===== src/rtl/req_gnt_arbiter.sv =====
// Request/grant arbiter: a cycle-start strobe latches one winner, which is granted for GNT_LEN cycles.
// Define ARB_ROUND_ROBIN_EN for round-robin arbitration; otherwise fixed priority (lowest index wins).
module req_gnt_arbiter #(
  parameter int N       = 4,
  parameter int GNT_LEN = 1
) (
  input  logic         clk,
  input  logic         rst_n,
  input  logic         cstart,
  input  logic [N-1:0] req,
  output logic [N-1:0] gnt,
  output logic         busy,
  output logic [7:0]   drop_cnt,
  output logic         err
);

  localparam int IDXW = $clog2(N);
  localparam int CNTW = 2;

  typedef enum logic [1:0] {
    IDLE = 2'd0,
    ARB  = 2'd1,
    GNT  = 2'd2
  } state_t;

  state_t          state;
  logic [IDXW-1:0] winner;
  logic [IDXW-1:0] pick;
  logic [CNTW-1:0] hold_cnt;
  logic            found;
  logic            any_req;

  assign any_req = |req;

`ifdef ARB_ROUND_ROBIN_EN
  logic [IDXW-1:0] ptr;
  int unsigned     scan;

  // Scan starting at the pointer; the conditional subtract implements the modulo-N wrap.
  always_comb begin
    pick  = '0;
    found = 1'b0;
    scan  = 0;
    for (int unsigned i = 0; i < N; i++) begin
      scan = 32'(ptr) + i;
      if (scan >= N) scan = scan - N;
      if (!found && req[scan[IDXW-1:0]]) begin
        found = 1'b1;
        pick  = scan[IDXW-1:0];
      end
    end
  end
`else
  always_comb begin
    pick  = '0;
    found = 1'b0;
    for (int unsigned i = 0; i < N; i++) begin
      if (!found && req[IDXW'(i)]) begin
        found = 1'b1;
        pick  = IDXW'(i);
      end
    end
  end
`endif

  always_ff @(posedge clk or negedge rst_n) begin
    if (!rst_n) begin
      state    <= IDLE;
      gnt      <= '0;
      busy     <= 1'b0;
      drop_cnt <= '0;
      err      <= 1'b0;
      winner   <= '0;
      hold_cnt <= '0;
`ifdef ARB_ROUND_ROBIN_EN
      ptr      <= '0;
`endif
    end else begin
      case (state)
        IDLE: begin
          if (cstart) begin
            if (any_req && found) begin
              winner <= pick;
              state  <= ARB;
              busy   <= 1'b1;
`ifdef ARB_ROUND_ROBIN_EN
              ptr    <= (pick == IDXW'(N-1)) ? '0 : pick + 1'b1;
`endif
            end else begin
              err <= 1'b1;
            end
          end
        end
        ARB: begin
          gnt      <= {{(N-1){1'b0}}, 1'b1} << winner;
          hold_cnt <= CNTW'(GNT_LEN - 1);
          state    <= GNT;
          if (cstart && drop_cnt != 8'hFF) drop_cnt <= drop_cnt + 8'd1;
        end
        GNT: begin
          // A start on the final grant edge is still a busy-period start and is dropped.
          if (cstart && drop_cnt != 8'hFF) drop_cnt <= drop_cnt + 8'd1;
          if (hold_cnt == '0) begin
            state <= IDLE;
            gnt   <= '0;
            busy  <= 1'b0;
          end else begin
            hold_cnt <= hold_cnt - 1'b1;
          end
        end
        default: begin
          state <= IDLE;
          gnt   <= '0;
          busy  <= 1'b0;
        end
      endcase
    end
  end

endmodule


===== config.mk =====
export PLATFORM = sky130hd
export DESIGN_NAME = req_gnt_arbiter
export DESIGN_NICKNAME = d
export VERILOG_FILES = /design/src/rtl/req_gnt_arbiter.sv
export SDC_FILE = /design/constraint.sdc
export NUM_CORES = 1
export LEC_CHECK = 0
export CAP_MARGIN = 10
export CELL_PAD_IN_SITES_DETAIL_PLACEMENT = 1
export CELL_PAD_IN_SITES_GLOBAL_PLACEMENT = 2
export CORE_MARGIN = 2
export CORE_UTILIZATION = 33
export CTS_CLUSTER_SIZE = 20
export DETAILED_ROUTE_END_ITERATION = 8
export PLACE_DENSITY = 0.8
export SYNTH_ARGS = -nofsm -noshare
export SYNTH_HDL_FRONTEND = slang
export SYNTH_SLANG_ARGS = --single-unit

===== constraint.sdc =====
create_clock -name clk -period 4.8 [get_ports clk]
set_input_delay 0.48 -clock clk [delete_from_list [all_inputs] [get_ports clk]]
set_output_delay 0.48 -clock clk [all_outputs]
set_load 0.01 [all_outputs]

==> results of run 1 <==
[area by class of cell]
type | instances | area (um2) | share of cell area
clock buffer | 4 | 36.3 | 0.0287
inverter | 6 | 22.5 | 0.0178
multi-input combinational | 71 | 464 | 0.368
sequential | 20 | 500 | 0.396
tap | 31 | 38.8 | 0.0307
timing repair buffer | 20 | 200 | 0.159
[stage by stage]
| stage | std cells | setup WS [ps] | utilization |
|---|---|---|---|
| after floorplan | 98 | 3230 | - |
| after global placement | 148 | 2730 | 0.437 |
| after detailed placement | 148 | 2700 | 0.437 |
| after CTS | 152 | 2960 | 0.450 |
| after global routing | 152 | 2900 | 0.450 |
| final | 152 | 2980 | 0.450 |
[final timing paths]
| check | startpoint | end | slack [ps] | cells after the start |
|---|---|---|---|---|
| max in group asynchronous | rst_n | winner[0]$_DFFE_PN0P_ | 3560 | 1 |
| max | drop_cnt[2]$_DFFE_PN0P_ | drop_cnt[2] | 2980 | 1 |
| min reg2reg | err$_DFFE_PN0P_ | err$_DFFE_PN0P_ | 480 | 1 |
| min | err$_DFFE_PN0P_ | err$_DFFE_PN0P_ | 480 | 1 |
| min in group asynchronous | rst_n | hold_cnt[1]$_DFFE_PN0P_ | 680 | 1 |
| max reg2reg | state[0]$_DFFE_PN0P_ | drop_cnt[6]$_DFFE_PN0P_ | 3080 | 6 |
[registers in the layout, summed over array words and instances, names as in the netlist]
register / count
gnt: 4
err: 1
drop_cnt: 8
busy: 1
winner: 2
hold_cnt: 2
state: 2
[placed cells by master (no fill, tap or decap), types with 3 or more instances in the layout]
cell type,Yosys,routed
sky130_fd_sc_hd__clkbuf_4,0,3
sky130_fd_sc_hd__clkdlybuf4s50_1,0,20
sky130_fd_sc_hd__dfrtp_1,20,20
sky130_fd_sc_hd__ha_1,6,6
sky130_fd_sc_hd__inv_1,6,6
sky130_fd_sc_hd__nand2_1,15,15
sky130_fd_sc_hd__nand3_1,6,6
sky130_fd_sc_hd__nand4_1,3,3
sky130_fd_sc_hd__nor2_1,7,7
sky130_fd_sc_hd__o21ai_0,7,7
sky130_fd_sc_hd__o22a_1,3,3
sky130_fd_sc_hd__xnor2_1,5,5
[worst reg2reg max path, stage by stage, from the launching register on]
cell and delay, ps:
sky130_fd_sc_hd__dfrtp_1 400, sky130_fd_sc_hd__inv_1 90, sky130_fd_sc_hd__ha_1 390, sky130_fd_sc_hd__nand2_1 100
sky130_fd_sc_hd__nor2_1 200, sky130_fd_sc_hd__nand4_1 140, sky130_fd_sc_hd__mux2_2 300
[power by group through the flow]
stage | sequential [mW] | clock [mW] | combinational, mW
after detailed placement | 0.289 | 0 | 0.296
after global routing | 0.300 | 0.110 | 0.327
after CTS | 0.288 | 0.101 | 0.297
final | 0.286 | 0.0958 | 0.291
after floorplan | 0.298 | 0 | 0.149
after global placement | 0.287 | 0 | 0.289
[per-layer routing]
layer,vias to the layer above,routed length (um),track usage
li1,384,-,-
met1,368,1010,0.201
met2,12,964,0.210
met3,4,51,0.0198
met4,0,38,0.0584
met5,-,0,0
[logic make-up after synthesis]
family,count (synthesis),synth area share
flip-flops,20,0.505
multiplexers,3,0.0379
adder cells (fa/ha/maj),6,0.0758
XOR/XNOR,5,0.0442
AO/OA/AOI/OAI,17,0.111
AND/OR/NAND/NOR,40,0.200
buffers and inverters,7,0.0265
==> results by stage, run 1 <==
Power and ir drop:
- The reported net switching power is 0.241 mW.
- Dividing total power by cell area gives a power density of 533 nW/um2.
- The largest voltage drop on the vdd net is 212 uV.
- The switching portion of total power is 0.358.
- The share of total power dissipated in combinational logic is 0.432.
- The sequential share of power is 0.426.
- The internal power component is 0.432 mW.
- Summed over all cells, the static leakage comes to 0.527 nW.
- Of the total power, the clock network draws 0.142.
- Overall power consumption after layout is estimated at 0.673 mW.

Yosys:
- Counting instances in the post-synthesis netlist gives the leading cell types as sky130_fd_sc_hd__dfrtp_1 (20), sky130_fd_sc_hd__nand2_1 (15), sky130_fd_sc_hd__nor2_1 (7), sky130_fd_sc_hd__o21ai_0 (7).
- Sorting the synthesized cells by area gives the leading types as sky130_fd_sc_hd__dfrtp_1 (51%), sky130_fd_sc_hd__ha_1 (7.6%), sky130_fd_sc_hd__nand2_1 (5.7%), sky130_fd_sc_hd__xnor2_1 (4.4%), sky130_fd_sc_hd__o21ai_0 (3.5%).
- Of all cell types, the one taking the most synthesized area is sky130_fd_sc_hd__dfrtp_1.
- The share of the synthesized area in the top cell type is 0.505.
- The number of enable-type register cells in the synthesized netlist is 0.
- The most common cell in the synthesized netlist is sky130_fd_sc_hd__dfrtp_1.
- During synthesis, Yosys emitted a total of 0 warnings.
- The cell area that synthesis handed to floorplanning was 991 um2.
- The top flip-flop cell by instance count after synthesis is sky130_fd_sc_hd__dfrtp_1.
- The count of mapped cells out of synthesis is 98.
- When the netlist entered floorplanning its net count stood at 111.
- The number of different library cells used by synthesis comes to 28.
- Counting flops with an async set or reset pin after synthesis yields a share of 1.00.
- In this run the mean area of a mapped cell was 10.1 um2.
- The post-synthesis sequential area ratio is 0.505.
- In this run, synthesis produced a sequential element count of 20.

Final layout:
- The number of antenna diodes in the final layout is 0.
- In the final design database the tool counted 135 nets.
- The post-route standard cell area excluding fillers is 1260 um2.
- The fill cell total of the finished layout is 327.
- The area growth from synthesis to final layout is 27.4%.
- Of the cells placed in the final design, the portion with a size suffix greater than 1 is 0.0992.

Worst setup path:
- The slowest stage of the critical path is the sky130_fd_sc_hd__clkdlybuf4s50_1 cell.
- The delay contributed by the slowest stage of the critical path is 580 ps.
- STA puts the critical path data required time at 4320 ps.
- The sum of buffers and inverters on the critical path is 1.
- Among cell families on the critical path, the largest total delay comes from buffers and inverters.
- The critical path in this run is classified as flop to output pin.
- STA puts the critical path data arrival time at 1340 ps.
- The worst setup path is captured at an output pin.
- The signal on the critical path passes through clkdlybuf4s50_1.
- The launching element type of the critical path is a flop.
- Of all nets on the critical path, the largest fanout is 6.

Placement:
- The weighted congestion at the end of routability-driven global placement is 0.802.
- Detailed placement ended at an HPWL of 1620 um.
- In this run the tool buffered the top-level ports with 20 buffer cells.
- The cell area reported after detailed placement is 1230 um2.

Floorplan:
- The initial utilization of the core area, before any placement, comes to 0.353.
- The floorplan has 19 rows.
- The top-level I/O count is 21.
- The floorplan step defined a die boundary enclosing 3460 um2.
- The area of the core is 2810 um2.
- Measured along the y axis, the die boundary spans 58.8 um.
- The x dimension of the die is 58.8 um.

Worst hold path:
- The path type of the worst min-delay path is flop to flop.

Global route:
- For this run, the total global-route usage over all layers was measured as 0.140.
- The initial antenna violation count is 0.
- The first global-routing pass estimated 3700 um of wire.
- The pin count of the biggest net entering global routing is 21.
- The via count of the first global-routing pass came to 777.
- The final global-route overflow total is 0.

Routing:
- The final route contains 768 vias.
- Dividing the detail-routed wire length by the instance count gives 13.6 um.
- In the routed layout, each cell is associated on average with a via count of 5.05.
- The first-pass iteration count of the detailed router is 3.
- In this run the remaining antenna-violating nets after routing total 0.
- For this run, design rule violations remaining after detail routing come to 0.
- The detailed router finished its first iteration with 11 violations.
- The overall routed net length is 2070 um.

Timing:
- The final count of negative-setup-slack endpoints is 0.
- The post-layout minimum cycle time is 1820 ps.
- Based on the critical path, the design can be clocked at up to 550 MHz.
- The slew at the pin with the worst max-slew slack is 907 ps.
- Final hold analysis gives a worst-case slack of 485 ps.
- The portion of the clock cycle consumed by the worst path in the final layout is 0.379.
- Summed over all failing endpoints, the final setup total negative slack is 0 ps.
- Setup repair after global routing left no endpoint under its margin.
- For the final database, setup skew stands at 4.31 ps.
- The count of final hold-check violations came to 0.
- The headroom to the max-slew limit is 0.393.
- The number of pins with negative max-slew slack in the final report is 0.

Clocking:
- The number of clock buffers added by TritonCTS is 3.
- CTS built an H-tree with a depth of 1.
- In this run, post-CTS hold repair placed 0 buffers.
- The number of cells upsized or downsized after cts is 0.
- The post-CTS setup-driven buffer insertion count is 0.
- After clock tree synthesis, the clock-pin slew on the worst setup and hold paths is 110 ps.
- The TritonCTS sink count is 20.
- The maximum clock path buffer count is 2.
- The buffer cell driving the clock tree root is sky130_fd_sc_hd__clkbuf_4.
- Clock latency on the worst-skew pair, taken at its later pin, is 290 ps.
- TritonCTS built the clock tree.

Outcome:
- The run finished with clean final reports.

Flow run:
- The tool flagged a number of max-cap violations equal to 0.
(Power assumes the default switching activity.)
==> run 2, diff against run 1 <==
--- a/config.mk
+++ b/config.mk
@@ -9,10 +9,10 @@
 export CELL_PAD_IN_SITES_DETAIL_PLACEMENT = 1
 export CELL_PAD_IN_SITES_GLOBAL_PLACEMENT = 2
 export CORE_MARGIN = 2
-export CORE_UTILIZATION = 33
+export CORE_UTILIZATION = 27
 export CTS_CLUSTER_SIZE = 20
 export DETAILED_ROUTE_END_ITERATION = 8
-export PLACE_DENSITY = 0.8
+export PLACE_DENSITY = 0.7
 export SYNTH_ARGS = -nofsm -noshare
 export SYNTH_HDL_FRONTEND = slang
 export SYNTH_SLANG_ARGS = --single-unit
==> constraint.sdc (replaced) <==
create_clock -name clk -period 1.5 [get_ports clk]
set_input_delay 0.15 -clock clk [delete_from_list [all_inputs] [get_ports clk]]
set_output_delay 0.15 -clock clk [all_outputs]
set_load 0.01 [all_outputs]
==> run 2 against run 1 <==
Clock power rose to 4.3 times the previous value. Critical path type is now flop to flop. Die area rose by 21%. Cell area rose by 18%.
==> results by stage, run 2 (synthesis gave the netlist of run 1 again) <==
Timing:
- The number of pins with negative max-slew slack in the final report is 0.
- The clock period could shrink to 1460 ps.
- The slew at the pin with the worst max-slew slack is 269 ps.
- Dividing the final minimum period by the clock period gives 0.972.
- The final count of negative-setup-slack endpoints is 0.
- Summed over all failing endpoints, the final setup total negative slack is 0 ps.
- Derived from the worst setup path, the maximum achievable clock frequency is 686 MHz.
- Setup repair after global routing could not meet its margin everywhere.
- The count of final hold-check violations came to 0.
- The worst pin sits at a relative slew slack of 0.820.
- The final clock skew is 2.14 ps.

Worst setup path:
- By startpoint and endpoint, the worst setup path is classified as flop to flop.
- Traced cell by cell, the critical path runs through inv_2 > ha_4 > nand2_2 > nor2_4 > nand4_1 > mux2_2.
- For this run, the slowest stage of the critical path takes 410 ps.
- On the critical path the largest part of the delay comes from flip-flops.
- The cell count along the critical path is 6.
- STA classifies the critical path endpoint as a flop.
- The library cell contributing the largest single delay on the critical path is sky130_fd_sc_hd__dfrtp_1.
- The launching element type of the critical path is a flop.
- Measured in cells, the most critical reg-to-reg path has a length of 6.
- For the worst setup path, the data arrival time is 1600 ps.
- The required time of the worst setup path is 1640 ps.
- The worst register-to-register path begins at state[1]$_DFFE_PN0P_.
- In this run the worst path has a maximum fanout of 3.
- In this run the critical register-to-register path is captured at drop_cnt[6]$_DFFE_PN0P_.
- Together, buffers and inverters on the worst path number 1.
- Tracing the worst setup path back leads to its startpoint at state[1]$_DFFE_PN0P_.
- The setup slack of the worst register-to-register path is 40 ps.

Final layout:
- The library cell used most frequently in the layout, excluding fill and tap cells, is sky130_fd_sc_hd__dfrtp_1.
- The count of non-filler cells in the finished layout is 188.
- The area growth from synthesis to layout is 50.4%.
- The number of antenna diodes in the final layout is 0.
- In the layout the commonest cells are sky130_fd_sc_hd__dfrtp_1 (20), sky130_fd_sc_hd__clkdlybuf4s50_1 (19), sky130_fd_sc_hd__buf_4 (19).
- The register with the most flip-flops in the layout has 8 of them.
- The register with the most flip-flops in the final layout is drop_cnt.
- Of the cells placed in the final design, the portion with a size suffix greater than 1 is 0.293.
- The final layout contains 154 nets.
- The share of the core filled with cells in the final layout is 0.413.
- The largest registers in the layout are drop_cnt: 8 flops, gnt: 4 flops.

Power and ir drop:
- The analysis attributes to cell leakage a power of 0.647 nW.
- IR analysis of the VDD net gives a maximum drop of 759 uV.
- For this design the ratio of total power to cell area is 1690 nW/um2.

Global route:
- The first global-routing pass estimated 4360 um of wire.
- The final global-route overflow total is 0.
- The met2 demand-to-capacity share in global routing is 0.260.
- For met1 alone, demand over resource in global routing was 0.146.
- The via count of the first global-routing pass is 973.
- In the global route stage, met3 resource usage came out at 0.0382.
- The global routing stage identified its most utilized layer as met2.
- Entering global routing, the biggest net connects 21 pins.
- The initial antenna violation count was 0.
- The overall routing resource usage is 0.134.

Floorplan:
- The vertical extent of the die is 64.6 um.
- The floorplan die area is 4170 um2.
- The x dimension of the die is 64.6 um.
- The area of the core is 3610 um2.
- The starting density of the core is 0.275.
- The row count is 22.
- Pin placement for this block handled 21 I/O pins.

Placement:
- In this run, placement finished with an instance count of 183.
- The estimated wirelength of the detail-placed design is 1850 um.
- The weighted congestion at the end of routability-driven global placement is 0.702.
- The number of buffers inserted by port buffering is 20.

Clocking:
- CTS placed an instance of sky130_fd_sc_hd__clkbuf_8 at the clock tree root.
- The tree built by TritonCTS fans out to 20 sinks.
- TritonCTS built the clock tree.
- The register clock-pin slew on the reported worst setup and hold paths is 80 ps.
- No sink is reached through more buffers than the 2 on the longest clock path.
- In this run, CTS created clock tree buffers numbering 3.
- The insertion delay of the later-clocked pin in the worst-skew pair is 250 ps.
- The number of buffers added to fix hold violations after cts is 0.
- The H-tree depth is 1.

Flow run:
- The number of violations of the max-capacitance limit is 0.

Routing:
- After detailed routing, the number of vias per cell comes to 4.74.
- The average wire per cell in the routed design is 12.8 um.
- The first-pass iteration count of the detailed router is 3.
- Summed over all layers, the routed wires come to 2410 um.
- Once detail routing completed, the nets flagged for antenna violations numbered 0.
- The residual DRC count is 0.
- The overall via count from detail_route is 891.
- The first routing iteration left 41 violations.

Outcome:
- The flow ran to the end, and the final reports show no timing, DRC or antenna violations.

Worst hold path:
- In this run the worst hold path is classified as input pin to asynchronous set/reset pin.
## run 2: metrics by stage
stage / power, mW / hold slack (ps) / area [um2] / worst slack (ps)
2_1_floorplan: 1.48 / -146 / 1010 / 8.31
3_3_place_gp: 2.00 / 461 / 1390 / -189
3_5_place_dp: 2.03 / 472 / 1390 / -208
4_1_cts: 2.48 / 240 / 1450 / 4.33
5_1_grt: 2.73 / 249 / 1490 / -43.9
6_report: 2.52 / 234 / 1490 / 42.4
## run 2: repair_timing
item,in CTS,in global routing
pin swaps,1,1
resized for setup,2,9
buffers inserted,0,1
endpoints found under the setup margin,3,7
## run 2: layer usage
layer | routed length, um | share of wire
met1 | 1010 | 0.42
met3 | 100 | 0.041
met5 | 0 | 0
met2 | 1290 | 0.54
met4 | 12 | 0.0050
## run 2: area by class of cell
cell class,instances,area (um2)
inverter,6,22.5
fill,424,2120
tap,48,60.1
clock buffer,4,55.1
multi-input combinational,71,507
timing repair buffer,39,345
sequential,20,500
## run 2: worst max path at each step
stage	end
global placement	state[1]$_DFFE_PN0P_
floorplan	drop_cnt[6]$_DFFE_PN0P_
detailed placement	state[1]$_DFFE_PN0P_
finish	drop_cnt[6]$_DFFE_PN0P_
global route	drop_cnt[6]$_DFFE_PN0P_
CTS	drop_cnt[6]$_DFFE_PN0P_
## run 2: report_power, final
group	internal (mW)	total (mW)	switching [mW]	leakage, nW
clock	0.233	0.410	0.177	0.0288
sequential	0.728	0.898	0.170	0.258
combinational	0.683	1.21	0.524	0.361
